--- config.mk ---
export PLATFORM = sky130hd
export DESIGN_NAME = vend_credit_fsm
export DESIGN_NICKNAME = d
export VERILOG_FILES = /design/src/rtl/vend_pkg.sv /design/src/rtl/vend_payout_ctr.sv /design/src/rtl/vend_credit_fsm.sv
export SDC_FILE = /design/constraint.sdc
export NUM_CORES = 1
export LEC_CHECK = 0
export CAP_MARGIN = 10
export CELL_PAD_IN_SITES_DETAIL_PLACEMENT = 1
export CELL_PAD_IN_SITES_GLOBAL_PLACEMENT = 2
export CORE_MARGIN = 5
export CORE_UTILIZATION = 33
export CTS_CLUSTER_SIZE = 20
export DETAILED_ROUTE_END_ITERATION = 8
export PLACE_DENSITY_LB_ADDON = 0.1
export SYNTH_ARGS = -nofsm -noshare
export SYNTH_HDL_FRONTEND = slang
export SYNTH_HIERARCHICAL = 1
export SYNTH_SLANG_ARGS = --single-unit
--- constraint.sdc ---
create_clock -name clk -period 2.1 [get_ports clk]
set_clock_uncertainty 0.2 [all_clocks]
set_input_delay 0.42 -clock clk [delete_from_list [all_inputs] [get_ports clk]]
set_output_delay 0.42 -clock clk [all_outputs]
set_load 0.02 [all_outputs]
--- src/rtl/vend_pkg.sv ---
// Shared definitions for the vending credit controller.
//   vend_state_t : controller state encoding
//   HALF_VAL     : credit value of a half-unit coin (in half-units)
//   ONE_VAL      : credit value of a one-unit coin (in half-units)
//   credit_w_ok  : true when a credit register of the given width can hold price+2
package vend_pkg;

    typedef enum logic [2:0] {
        StIdle,
        StCollect,
        StVend,
        StChange,
        StRefund
    } vend_state_t;

    localparam int unsigned HALF_VAL = 1;
    localparam int unsigned ONE_VAL  = 2;

    // Worst-case credit is price-1 plus a simultaneous half+one (3), i.e. price+2.
    function automatic bit credit_w_ok(input int unsigned price, input int unsigned width);
        if (width == 0 || width > 31) begin
            return 1'b0;
        end
        return (64'd1 << width) > (64'(price) + 64'd2);
    endfunction

endpackage

--- src/rtl/vend_payout_ctr.sv ---
// Loadable down-counter that paces change and refund pulses.
//   clk      : clock, rising edge
//   reset    : asynchronous, active-low
//   load_i   : load value_i into the counter (takes priority over counting)
//   value_i  : number of half-unit pulses to pay
//   active_o : counter non-zero; one change pulse is paid this cycle
//   done_o   : this is the last pulse of the current payout
//   count_o  : remaining half-units still owed, including this cycle's pulse
module vend_payout_ctr
    import vend_pkg::*;
#(
    parameter int unsigned CREDIT_W = 4
) (
    input  logic                clk,
    input  logic                reset,
    input  logic                load_i,
    input  logic [CREDIT_W-1:0] value_i,
    output logic                active_o,
    output logic                done_o,
    output logic [CREDIT_W-1:0] count_o
);

    logic [CREDIT_W-1:0] cnt_q, cnt_d;

    always_comb begin
        cnt_d = cnt_q;
        if (load_i) begin
            cnt_d = value_i;
        end else if (cnt_q != '0) begin
            cnt_d = cnt_q - CREDIT_W'(1);
        end
    end

    always_ff @(posedge clk or negedge reset) begin
        if (!reset) begin
            cnt_q <= '0;
        end else begin
            cnt_q <= cnt_d;
        end
    end

    assign active_o = (cnt_q != '0);
    assign done_o   = (cnt_q == CREDIT_W'(1));
    assign count_o  = cnt_q;

endmodule

--- src/rtl/vend_credit_fsm.sv ---
// Moore vending controller: accumulates half/one-unit coins, strobes a vend once
// credit reaches PRICE_HALVES, then pays back excess as serial half-unit pulses.
// Optional feature macro: VEND_CANCEL_EN adds cancel_i and the refund path.
//   clk        : clock, rising edge
//   reset      : asynchronous, active-low
//   half_i     : half-unit coin pulse
//   one_i      : one-unit coin pulse (two halves)
//   cancel_i   : refund request, honoured only while collecting (VEND_CANCEL_EN)
//   out_o      : vend strobe, one cycle per sale
//   cout_o     : change pulse, one half-unit per high cycle
//   coin_rej_o : registered; a coin arrived while busy and was not credited
//   busy_o     : vending, paying change or refunding
//   credit_o   : current credit in half-units
module vend_credit_fsm
    import vend_pkg::*;
#(
    parameter int unsigned PRICE_HALVES = 5,
    parameter int unsigned CREDIT_W     = 4
) (
    input  logic                clk,
    input  logic                reset,
    input  logic                half_i,
    input  logic                one_i,
`ifdef VEND_CANCEL_EN
    input  logic                cancel_i,
`endif
    output logic                out_o,
    output logic                cout_o,
    output logic                coin_rej_o,
    output logic                busy_o,
    output logic [CREDIT_W-1:0] credit_o
);

    if (PRICE_HALVES < 1) begin : g_bad_price
        $fatal(1, "vend_credit_fsm: PRICE_HALVES must be at least 1");
    end
    if (!credit_w_ok(PRICE_HALVES, CREDIT_W)) begin : g_bad_width
        $fatal(1, "vend_credit_fsm: CREDIT_W too small for PRICE_HALVES+2");
    end

    localparam logic [CREDIT_W-1:0] Price = CREDIT_W'(PRICE_HALVES);

    vend_state_t         state_q, state_d;
    logic [CREDIT_W-1:0] credit_q, credit_d;
    logic                coin_rej_q, coin_rej_d;

    logic [1:0]          coin_sum;
    logic [CREDIT_W-1:0] credit_sum;
    logic [CREDIT_W-1:0] remainder;

    logic                ctr_load;
    logic [CREDIT_W-1:0] ctr_value;
    logic                ctr_active;
    logic                ctr_done;
    logic [CREDIT_W-1:0] ctr_count;

    // Both coins in one cycle are credited together; no priority drop.
    assign coin_sum   = (half_i ? 2'(HALF_VAL) : 2'd0) + (one_i ? 2'(ONE_VAL) : 2'd0);
    assign credit_sum = credit_q + CREDIT_W'(coin_sum);
    assign remainder  = credit_q - Price;

    // State register.
    always_ff @(posedge clk or negedge reset) begin
        if (!reset) begin
            state_q <= StIdle;
        end else begin
            state_q <= state_d;
        end
    end

    // Next-state logic, including credit bookkeeping and payout loading.
    always_comb begin
        state_d   = state_q;
        credit_d  = credit_q;
        ctr_load  = 1'b0;
        ctr_value = '0;
        unique case (state_q)
            StIdle, StCollect: begin
                credit_d = credit_sum;
                if (credit_sum >= Price) begin
                    state_d = StVend;
                end else if (credit_sum != '0) begin
                    state_d = StCollect;
`ifdef VEND_CANCEL_EN
                    // Coin is credited first, then the whole balance is refunded.
                    if (state_q == StCollect && cancel_i) begin
                        state_d   = StRefund;
                        ctr_load  = 1'b1;
                        ctr_value = credit_sum;
                        credit_d  = '0;
                    end
`endif
                end else begin
                    state_d = StIdle;
                end
            end
            StVend: begin
                // Excess moves into the payout counter; credit_o follows it from there.
                credit_d = '0;
                if (remainder != '0) begin
                    state_d   = StChange;
                    ctr_load  = 1'b1;
                    ctr_value = remainder;
                end else begin
                    state_d = StIdle;
                end
            end
            StChange, StRefund: begin
                if (ctr_done || !ctr_active) begin
                    state_d = StIdle;
                end
            end
            default: begin
                state_d = StIdle;
            end
        endcase
    end

    // Moore outputs.
    always_comb begin
        out_o  = 1'b0;
        busy_o = 1'b0;
        unique case (state_q)
            StVend: begin
                out_o  = 1'b1;
                busy_o = 1'b1;
            end
            StChange, StRefund: begin
                busy_o = 1'b1;
            end
            default: begin
                out_o  = 1'b0;
                busy_o = 1'b0;
            end
        endcase
    end

    assign coin_rej_d = busy_o && (half_i || one_i);

    always_ff @(posedge clk or negedge reset) begin
        if (!reset) begin
            credit_q   <= '0;
            coin_rej_q <= 1'b0;
        end else begin
            credit_q   <= credit_d;
            coin_rej_q <= coin_rej_d;
        end
    end

    vend_payout_ctr #(
        .CREDIT_W(CREDIT_W)
    ) u_payout (
        .clk     (clk),
        .reset   (reset),
        .load_i  (ctr_load),
        .value_i (ctr_value),
        .active_o(ctr_active),
        .done_o  (ctr_done),
        .count_o (ctr_count)
    );

    // Counter is non-zero only in CHANGE/REFUND, so cout_o is still a state decode.
    assign cout_o     = ctr_active;
    assign coin_rej_o = coin_rej_q;
    assign credit_o   = ctr_active ? ctr_count : credit_q;

endmodule

; Yosys cells after proc, flatten, opt, wreduce, memory -nomap -nowiden
; Index checks and enable logic that the tools add are counted.
; Widths: inputs -> output; s select.
[classes]
addsub = 4
multipliers = 0
div_mod_pow = 0
magnitude_cmp = 1
eq_ne = 6
n_shift = 0
mux = 17
bitwise = 0
reduce_logical = 13
[ops]
columns = op, n
row1 = $mux 4, 5
row2 = $reduce_bool 4->1, 3
row3 = $pmux 3 s3, 1
row4 = $pmux 4 s2, 1
row5 = $eq 3x2->1 const B, 2
row6 = $mux 1, 6
row7 = $mux 2, 3
row8 = $add 4x2->4, 1
row9 = $eq 4x1->1 const B, 1
row10 = $ge 4x3->1 const B, 1
row11 = $reduce_bool 2->1, 2
row12 = $reduce_or 2->1, 2
row13 = $sub 4x1->4 const B, 1
row14 = $sub 4x3->4 const B, 1
row15 = $eq 3x1->1 const B, 1
row16 = $eq 3x3->1 const B, 1
row17 = $logic_not 3->1, 1
row18 = $mux 3, 1
row19 = $reduce_or 3->1, 1
row20 = $add 1x2->2, 1
row21 = $logic_or 1x1->1, 2
row22 = $ne 2x2->1 const B, 1
row23 = $logic_and 1x1->1, 1
row24 = $logic_not 1->1, 1
[totals]
ff_bits = 12
latchBits = 0
ramBits = 0
rom_bits = 0
inputBits = 4
output_inout_bits = 8
elab_cells = 45
memories = 0

; Longest topological paths before layout
[logic_depth]
depth_word = 7
mapped_depth = 9
mapped_depth_nobuf = 8

; Hierarchy
; Netlist, hierarchy kept.
[by_module_without_submodules]
columns = module, instances, cells_per_inst, area_per_inst_um2
row1 = vend_credit_fsm, 1, 59, 563.0
row2 = vend_payout_ctr, 1, 25, 269.0

; Least setup slack after synthesis
; Ideal clock, no wire load.
[synth_path]
path_kind = reg-to-output
start = register u_payout.cnt_q[0] (netlist: u_payout/count_o[0])
end = output credit_o[0]
t_arrival_ps = 1661
setup_slack_ps = -181
stages_incl_launch_ff = 6
path_buffers = 0
cell_sequence = dfrtp_1 -> inv_1 -> ha_1 -> nor3b_4 -> inv_1 -> o21ai_0
[synth_via]
elab_chain_len = 2
[synth_rtl]
columns = item, line_no
row1 = "start, declared", vend_payout_ctr.sv:23  ; logic [CREDIT_W-1:0] cnt_q, cnt_d;
row2 = "start signal, assigned", vend_payout_ctr.sv:38  ; cnt_q <= cnt_d;
row3 = $reduce_bool 4->1, vend_payout_ctr.sv:42  ; assign active_o = (cnt_q != '0);
row4 = net cout_o, vend_credit_fsm.sv:28  ; output logic cout_o,
row5 = $mux 4, vend_credit_fsm.sv:165  ; assign credit_o = ctr_active ? ctr_count : credit_q;
row6 = "end, declared", vend_credit_fsm.sv:31  ; output logic [CREDIT_W-1:0] credit_o
; The timed path passes the listed nets, and every way through them passes these cells.

; Worst setup path after layout
[layout_path]
start = register u_payout.cnt_q[1] (netlist: u_payout/count_o[1])
end = output credit_o[2]
[layout_via]
elab_chain_len = 2
[layout_rtl]
columns = item, line_no
row1 = $reduce_bool 4->1, vend_payout_ctr.sv:42
row2 = $mux 4, vend_credit_fsm.sv:165
; Every way passes these cells.

==> run metrics <==
reg2reg end=u_payout/count_o[3]; max cap viols=0; worst path arrival time=1660 ps; Async SR Flop Fraction=100%; initial antenna violation count=0; Synth top cells by count=dfrtp_1, inv_1, ha_1, nand2_1, o21ai_0; final-stage net count=137; Switching Power=1.01 mW; Util after Layout=50.3%; GP Congestion=0.758; Port-buffer cells=11; drc violations=0; die width=60.2 um; FF-to-FF setup slack=170 ps; Syn Inst Count=84; Multi-input gate area=533 um2; Yosys top cell area share=33.1%; Post-Route Setup TNS=-579 ps; Hold WC Path Type=input port to async pin; min Tclk post-route=2280 ps; first-pass GRT wire length=3900 um; final worst-path setup slack=-180 ps; Worst-Margin Slew=528 ps; Synth area leaders=dfrtp_1, ha_1, o21ai_0; largest family of logic cells by synthesized area=simple AND/OR/NAND/NOR gates; simple-gate share of the synthesized area=16.5%; Internal=1.30 mW; H-tree depth=1; Yosys top cell by area=dfrtp_1; register area share after synthesis=33.1%; TritonCTS buffer count=3; R2R Path Start=credit_q[0]; Peak VDD IR=0.000909 V; chip height=60.2 um; Total Wirelength=2470 um; dpl hpwl=1680 um; Yosys cell types=32; initial core utilization=33.9%; Synth warnings=6; Leak=0.596 nW; RSZ-0062 raised after global routing=yes; Gate power share=75.4%; relative slew slack=64.7%; failing checks=setup timing; Final Hold Fails=0; main flop type after synthesis=dfrtp_1; total number of vias=751; root buffer cell=clkbuf_4; pwr dens=1870 nW/um2; Fmax=439 MHz; Total GRT Usage=14.6%; CP Capture Type=output port; Mean Syn Cell Area=9.91 um2; Clock power frac=6.7%; Clock Pin Slew Worst Setup and Hold Paths=90 ps; clock buffer depth=2; Fill cells=288; Worst Setup Start Kind=flip-flop; initial DRC count=11; Synth Area in Compound Gates=15.5%; post-route ant nets=0; Finish-stage setup viols=5; CP Max Fanout=8; final count of pins violating max slew=0; # rows=18; Hold Worst Slack=288 ps; #FFs+latches synth=11; Synth Area in Adders=12.9%; I/O pin total=12; wire per inst=16.0 um; Worst R2R Path Depth=7; CP startpoint=u_payout/count_o[1]; CORE AREA=2450 um2; Post-Syn Area=832 um2; Placed Instances=140; DR pass1 iterations=4; critical path required time=1480 ps; gr ovfl total=0; part of the cycle the worst path needs=109%; status=complete, but fails checks; Switching Fraction=43.7%; vias per cell=4.88; final cell count without fillers=154; share of post-route cells with drive strength above 1=45.2%; CTS sink count=11; synthesized net count=96; most numerous cell in the Yosys netlist=dfrtp_1; number of synthesized flops with an enable pin=0; Clock Latency Late Sink=270 ps; ANT cells=0; die area=3630 um2; Synth-to-Final Area Change=48.3%; FF/Latch Area=275 um2; Post-Synth XOR/XNOR Area=9.47%; Worst Setup Path Type=flip-flop to output port; TritonCTS clock tree=yes; Seq pwr share=17.9%; post-synthesis mux area share=5.26%; vias in the first global route=749; largest net degree at the start of global routing=14
==> state kept, by name (all words and copies together), names as in the netlist <==
signal and cells:
u_payout/count_o 4, coin_rej_o 1, state_q 2, credit_q 4
==> layer usage <==
layer	track usage, %	part of all wire (%)	wire (um)	vias to the layer above
met3	2.16	1.5	36	2
met1	20.0	46	1130	377
met4	3.80	0.53	13	0
met5	0	0	0	-
li1	-	-	-	368
met2	23.9	52	1290	4
==> power groups by stage <==
stage               registers, mW  clock network (mW)  logic [mW]
floorplan                   0.433                   0       0.880
finish                      0.413               0.154        1.74
global route                0.429               0.172        1.89
detailed placement          0.413                   0        1.51
CTS                         0.412               0.156        1.59
global placement            0.412                   0        1.48
==> final cells by class <==
cell class | instances | share of cell area [%]
clock buffers | 4 | 2.13
inverters | 9 | 2.74
multi-input cells | 60 | 43.2
flip-flops and latches | 11 | 22.3
well taps | 30 | 3.04
repair buffers | 40 | 26.6
==> placed cells by master, fill, tap and decap left out, drive strengths merged <==
cell and instances:
buf 33, nand3 5, o21a 2, nand2 7, o21ai 9, inv 9
nor3b 3, nor2b 1, xnor2 3, mux2 3, a32oi 1, ha 7
dlymetal6s2s 1, nor3 2, mux2i 1, clkdlybuf4s50 3, dfrtp 11, a21o 1
nor2 4, o31ai 1, a221o 1, nand2b 1, clkbuf 4, nand4b 1
and2 1, dlygate4sd2 3, fa 1, xor2 3, o211ai 2
==> worst max path at each step <==
| stage | to | slack (ps) |
|---|---|---|
| 5_1_grt | credit_o[2] | -240 |
| 2_1_floorplan | credit_o[0] | 50 |
| 4_1_cts | credit_o[2] | -150 |
| 3_5_place_dp | state_q[0] | -330 |
| 3_3_place_gp | state_q[0] | -290 |
| 6_report | credit_o[2] | -180 |
==> stage by stage <==
stage	power, mW	worst slack, ps	area [um2]
floorplan	1.31	49.6	832
global placement	1.90	-289	1100
detailed placement	1.92	-326	1100
CTS	2.16	-149	1170
global route	2.49	-243	1230
finish	2.30	-180	1230
==> cell families after synthesis <==
family          after synthesis
xor+xnor                      6
mux                           4
fa+ha+maj                     8
compound gates               17
flops                        11
simple gates                 25
buf+inv                      13
==> worst max-delay path: stages (launching register included) <==
cell	delay (ps)
dfrtp_1	410
inv_2	90
ha_4	130
nor3b_4	190
inv_2	120
mux2_4	320
buf_6	130
==> repair_timing <==
item / in CTS / in global routing
gates resized for setup: 31 / 8
setup buffers: 5 / 5
setup endpoints to repair: 7 / 7
endpoints found under the hold margin: 0 / 0
pin swaps: 3 / 0
hold buffers: 0 / 0
(Power assumes the default switching activity.)
